## config.mk

```make
export PLATFORM = sky130hd
export DESIGN_NAME = fifo_drain
export DESIGN_NICKNAME = d
export VERILOG_FILES = /design/src/rtl/fifo_drain.sv
export SDC_FILE = /design/constraint.sdc
export NUM_CORES = 1
export LEC_CHECK = 0
export CAP_MARGIN = 40
export CORE_MARGIN = 5
export CORE_UTILIZATION = 30
export DETAILED_ROUTE_END_ITERATION = 6
export PLACE_DENSITY_LB_ADDON = 0.15
export RECOVER_POWER = 100
export SKIP_LAST_GASP = 1
export SYNTH_ARGS = -nofsm -noshare
export SYNTH_HDL_FRONTEND = slang
export SYNTH_SLANG_ARGS = --single-unit
```

## constraint.sdc

```tcl
create_clock -name clk -period 2.8 [get_ports clk]
set_input_delay 0.42 -clock clk [delete_from_list [all_inputs] [get_ports clk]]
set_output_delay 0.42 -clock clk [all_outputs]
set_load 0.01 [all_outputs]
```

## src/rtl/fifo_drain.sv

```systemverilog
// -----------------------------------------------------------------------------
// fifo_drain -- read-side controller for the team's synchronous fifo.
//
// Watches the fifo `empty` flag, issues `rd_en`, absorbs the fifo's one-cycle
// read latency and presents words downstream on a valid/ready stream through a
// 2-entry skid buffer. Consumers never deal with rd_en timing.
//
// Optional feature macro: FIFO_DRAIN_CNT_EN
//   defined   -> word_count port exists and counts delivered words (wraps).
//   undefined -> no word_count port, no counter; behaviour otherwise identical.
//
// Ports:
//   clk            in   system clock, rising edge
//   reset          in   asynchronous, active-high reset
//   enable         in   1 = drain the fifo, 0 = stop reading and flush
//   fifo_empty     in   fifo empty flag (registered in the fifo)
//   fifo_data_out  in   fifo read data, valid the cycle after rd_en
//   fifo_rd_en     out  read strobe to the fifo (combinational)
//   m_data         out  downstream data, oldest buffered word
//   m_valid        out  downstream valid
//   m_ready        in   downstream ready
//   busy           out  high whenever the controller is not IDLE
//   word_count     out  delivered-word counter (FIFO_DRAIN_CNT_EN only)
// -----------------------------------------------------------------------------
module fifo_drain #(
    parameter int DATA_WIDTH = 8,
    parameter int CNT_WIDTH  = 16
) (
    input  logic                  clk,
    input  logic                  reset,
    input  logic                  enable,
    input  logic                  fifo_empty,
    input  logic [DATA_WIDTH-1:0] fifo_data_out,
    output logic                  fifo_rd_en,
    output logic [DATA_WIDTH-1:0] m_data,
    output logic                  m_valid,
    input  logic                  m_ready,
    output logic                  busy
`ifdef FIFO_DRAIN_CNT_EN
    ,
    output logic [CNT_WIDTH-1:0]  word_count
`endif
);

    if (DATA_WIDTH < 1 || CNT_WIDTH < 1) begin : g_bad_cfg
        $error("fifo_drain: DATA_WIDTH and CNT_WIDTH must be at least 1");
    end

    localparam logic [1:0] ST_IDLE  = 2'd0;
    localparam logic [1:0] ST_RUN   = 2'd1;
    localparam logic [1:0] ST_FLUSH = 2'd2;

    logic [1:0]            state_q, state_d;
    logic [1:0]            occ_q, occ_d;     // skid buffer occupancy, 0..2
    logic                  infl_q;           // a read was issued last cycle
    logic [DATA_WIDTH-1:0] buf0_q, buf0_d;   // head (oldest) entry
    logic [DATA_WIDTH-1:0] buf1_q, buf1_d;   // second entry

    logic                  pop;
    logic                  push;
    logic [2:0]            occ_after;        // occupancy once this edge settles

    assign m_valid = (occ_q != 2'd0);
    assign m_data  = buf0_q;
    assign busy    = (state_q != ST_IDLE);

    assign pop  = m_valid && m_ready;
    assign push = infl_q;

    // pop implies occ_q != 0, so the subtraction never underflows.
    assign occ_after = {1'b0, occ_q} + {2'b00, infl_q} - {2'b00, pop};

    // A new read is allowed only if the word it returns will still fit: the
    // buffer after this edge plus the new in-flight word must be <= 2.
    assign fifo_rd_en = enable && (state_q == ST_RUN) && !fifo_empty &&
                        (occ_after <= 3'd1);

    assign occ_d = occ_after[1:0];

    // Skid buffer: buf0 is always the oldest word; pushes land behind it.
    always_comb begin
        // NOTE: every output of a combinational block gets a default first so
        // no path leaves it unassigned and no latch is inferred.
        buf0_d = buf0_q;
        buf1_d = buf1_q;
        case ({push, pop})
            2'b10: begin
                if (occ_q == 2'd0) buf0_d = fifo_data_out;
                else               buf1_d = fifo_data_out;
            end
            2'b01: begin
                buf0_d = buf1_q;
            end
            2'b11: begin
                if (occ_q == 2'd1) begin
                    buf0_d = fifo_data_out;
                end else begin
                    buf0_d = buf1_q;
                    buf1_d = fifo_data_out;
                end
            end
            default: ;
        endcase
    end

    // Controller. In FLUSH no reads are issued, so the in-flight flag after
    // this edge is 0 and an empty post-edge buffer means fully drained.
    always_comb begin
        state_d = state_q;
        case (state_q)
            ST_IDLE: begin
                if (enable) state_d = ST_RUN;
            end
            ST_RUN: begin
                if (!enable) state_d = ST_FLUSH;
            end
            ST_FLUSH: begin
                if (enable)                 state_d = ST_RUN;
                else if (occ_after == 3'd0) state_d = ST_IDLE;
            end
            default: state_d = ST_IDLE;
        endcase
    end

    always_ff @(posedge clk or posedge reset) begin
        // NOTE: sequential state uses non-blocking assignments so every
        // register samples the pre-edge values regardless of statement order.
        if (reset) begin
            state_q <= ST_IDLE;
            occ_q   <= 2'd0;
            infl_q  <= 1'b0;
        end else begin
            state_q <= state_d;
            occ_q   <= occ_d;
            infl_q  <= fifo_rd_en;
        end
    end

    always_ff @(posedge clk or posedge reset) begin
        // NOTE: the two buffer entries are reset explicitly because m_data is
        // driven straight from the head entry and must read 0 out of reset.
        if (reset) begin
            buf0_q <= '0;
            buf1_q <= '0;
        end else begin
            buf0_q <= buf0_d;
            buf1_q <= buf1_d;
        end
    end

`ifdef FIFO_DRAIN_CNT_EN
    logic [CNT_WIDTH-1:0] cnt_q;

    // Counts handshakes only; enable and FLUSH leave it alone.
    always_ff @(posedge clk or posedge reset) begin
        if (reset)    cnt_q <= '0;
        else if (pop) cnt_q <= cnt_q + 1'b1;
    end

    assign word_count = cnt_q;
`endif

endmodule

```

==> flow_summary.json <==
{
  "outcome": "finished, final reports clean",
  "drtIter0Drc": 47,
  "synth_top_area_share_pct": 45.3,
  "synthArstFlopShare_pct": 100,
  "htree_levels": 1,
  "synth_area_leaders": "dfrtp_1 (45%), mux2_2 (14%), mux2i_1 (6.0%)",
  "grt_pass1_vias": 888,
  "ys_ff_latch": 21,
  "leakagePower_nw": 0.671,
  "period_needed_ns": 2.68,
  "antenna_found_initial": 0,
  "endpoint": "fifo_rd_en",
  "synth_edf_count": 0,
  "routedWlPerCell_um": 13.4,
  "route.vias.total": 842,
  "cpPeakStageDelay_ns": 0.48,
  "ir_worst_vdd_uv": 458,
  "start_kind": "register",
  "comb_power_share_pct": 49.8,
  "seq_area_frac_synth_pct": 45.3,
  "avgSynthCellArea_sq_um": 11.6,
  "clock_sinks": 21,
  "max_freq_mhz": 373,
  "finalSetupViolations": 0,
  "io_pins": 24,
  "period_share_pct": 95.8,
  "reg2reg_depth": 7,
  "die_h_um": 72.2,
  "place.gp.congestion": 0.756,
  "slew_headroom_pct": 40.9,
  "p_seq_share_pct": 36.0,
  "reg2reg_to": "buf1_q[0]",
  "dpl.cell_count": 174,
  "fp-row-count": 22,
  "antenna_left": 0,
  "die_area_sq_um": 5210,
  "hold-worst-slack_ns": 0.492,
  "syn_nets": 119,
  "synth_cells": 100,
  "regToRegSetupSlack_ns": 0.54,
  "start_util_pct": 31.2,
  "grt_max_degree": 17,
  "critical_path.max_fanout": 3,
  "wl_um": 2400,
  "cts_tree": "yes",
  "p_int_w": 0.000911,
  "syn_to_final_growth_pct": 31.2,
  "tightest_slew_ns": 0.886,
  "grt_usage_pct": 10.1,
  "die_x_um": 72.2,
  "criticalPathCategory": "register to output pin",
  "ys.flop_type": "dfrtp_1",
  "reg2reg_from": "occ_q[0]",
  "grt_pass1_wl_um": 4120,
  "core_sq_um": 3720,
  "cts_root_buffer": "clkbuf_8",
  "synth_top_area_cell": "dfrtp_1",
  "finalNetCount": 151,
  "gr-total-overflow": 0,
  "vias_per_cell": 4.70,
  "yosys_warnings": 0,
  "first_pass_iters": 4,
  "io_buffers": 23,
  "clk_latency_ns": 0.26,
  "p_clk_share_pct": 14.2,
  "holdCritPathClass": "register to register",
  "fillCellCount": 371,
  "numCtsBuffers": 3,
  "report.final.slew_viol_count": 0,
  "hpwl_um": 1730,
  "cp-end-kind": "output pin",
  "cts_buffer_depth": 2,
  "power_density_nw_per_um2": 932,
  "ys_types": 25,
  "critPathArrivalTime_ns": 2.26,
  "hold_depth": 1,
  "max_cap_violations": 0,
  "antenna_cells": 0,
  "crit_path_start": "occ_q[0]",
  "clkSlewWorstSetupHoldPaths_ns": 0.08,
  "drive_above_1_share_pct": 22.1,
  "worstPathCellList": "o21a_1 > ha_1 > inv_1 > ha_2 > fa_2 > nor4_4 > buf_2",
  "seqCellArea_sq_um": 526,
  "final_cells": 179,
  "netlist_area_sq_um": 1160,
  "critPathSlowestCell": "fa_2",
  "multi_input_area_sq_um": 579,
  "min_from": "state_q[1]",
  "drc_errors": 0,
  "critical_path_required_ns": 2.38,
  "netSwitchingPower_w": 0.000507,
  "fin_worst_skew_ns": 0.00340,
  "hold_violations": 0,
  "p_sw_share_pct": 35.8
}
==> cells by family after synthesis <==
| logic type | after synthesis | synth area share, % |
|---|---|---|
| muxes | 21 | 19.6 |
| DFF | 21 | 45.3 |
| xor gates and xnor gates | 1 | 0.755 |
| adders and majority gates | 6 | 7.12 |
| AOI/OAI and AO/OA | 24 | 13.8 |
| buffers and inverters | 14 | 5.93 |
| and+or+nand+nor | 13 | 7.44 |
==> how the worst min path moves through the flow <==
stage | to | slack, ns
after CTS | state_q[0] | 0.40
after global placement | m_data[3] | 0.49
after detailed placement | state_q[0] | 0.49
after global routing | state_q[1] | 0.53
after floorplan | buf1_q[0] | 0.40
final | state_q[0] | 0.49
==> per-layer routing <==
metal | global-route usage (%) | share of wire [%]
met4 | 3.76 | 0.33
met3 | 2.63 | 5.2
met5 | 0 | 0
met1 | 12.1 | 43
met2 | 17.1 | 52
==> sequential cells by signal (all words and copies together), names as in the netlist <==
signal and flops:
buf1_q 8, state_q 2, occ_q 2, infl_q 1
m_data 8
==> power groups by stage <==
stage	combinational (W)	clock [W]	sequential, W
final	0.000706	0.000202	0.000510
after global routing	0.000790	0.000225	0.000532
after CTS	0.000727	0.000216	0.000515
after detailed placement	0.000714	0	0.000521
after global placement	0.000699	0	0.000514
after floorplan	0.000423	0	0.000551
==> layout make-up <==
cell class                 instances  share of cell area [%]
multi-input combinational         65                    38.1
inverter                          11                    2.71
clock buffer                       3                    2.71
tap                               48                    3.95
timing repair buffer              30                    17.7
sequential                        21                    34.5
clock inverter                     1                   0.329
==> synth_stat cells, types with 2 or more instances <==
library cell   n
dfrtp_1       21
mux2i_1        7
ha_1           5
nor3b_1        6
inv_1         11
a21oi_1        9
o21ai_0        6
mux2_2        14
nor2_1         2
buf_6          2
a221oi_1       2
nand2b_1       2
==> through the flow <==
step / util (%) / setup TNS, ns / instance area [sq um] / power, W / setup slack (ns)
6_report: 40.9 / 0 / 1520 / 0.00142 / 0.118
5_1_grt: 40.9 / -0.0243 / 1520 / 0.00155 / -0.0243
4_1_cts: 41.4 / 0 / 1540 / 0.00146 / 0.0167
3_5_place_dp: 40.0 / -0.500 / 1490 / 0.00123 / -0.500
3_3_place_gp: 39.3 / -0.469 / 1460 / 0.00121 / -0.469
2_1_floorplan: - / 0 / 1160 / 0.000973 / 0.226
==> cells in the final DEF (no fill, tap or decap), types with 2 or more instances in the layout <==
master / Yosys / layout
clkbuf_8: 0 / 3
dlygate4sd3_1: 0 / 12
o21ai_0: 6 / 6
dfrtp_1: 21 / 21
a21oi_1: 9 / 9
clkbuf_1: 0 / 3
a221oi_1: 2 / 2
clkdlybuf4s50_1: 0 / 9
buf_4: 0 / 4
mux2i_1: 7 / 7
nand2b_1: 2 / 2
nor2_1: 2 / 2
mux2_2: 14 / 14
ha_1: 5 / 4
nor3b_1: 6 / 6
inv_1: 11 / 11
==> worst max-delay path: cells and delay by family, from the launching register on <==
kind	cells	cell delay, ns
adder cells (fa/ha/maj)	3	0.94
flip-flops	1	0.38
AND/OR/NAND/NOR	1	0.26
buffers and inverters	2	0.24
AO/OA/AOI/OAI	1	0.20
==> what timing repair did <==
action / CTS / global route
pin swaps: 1 / 3
hold buffers: 0 / 0
buffers inserted: 0 / 1
setup endpoints to repair: 1 / 1
resized for setup: 6 / 3
(Power assumes the default switching activity.)
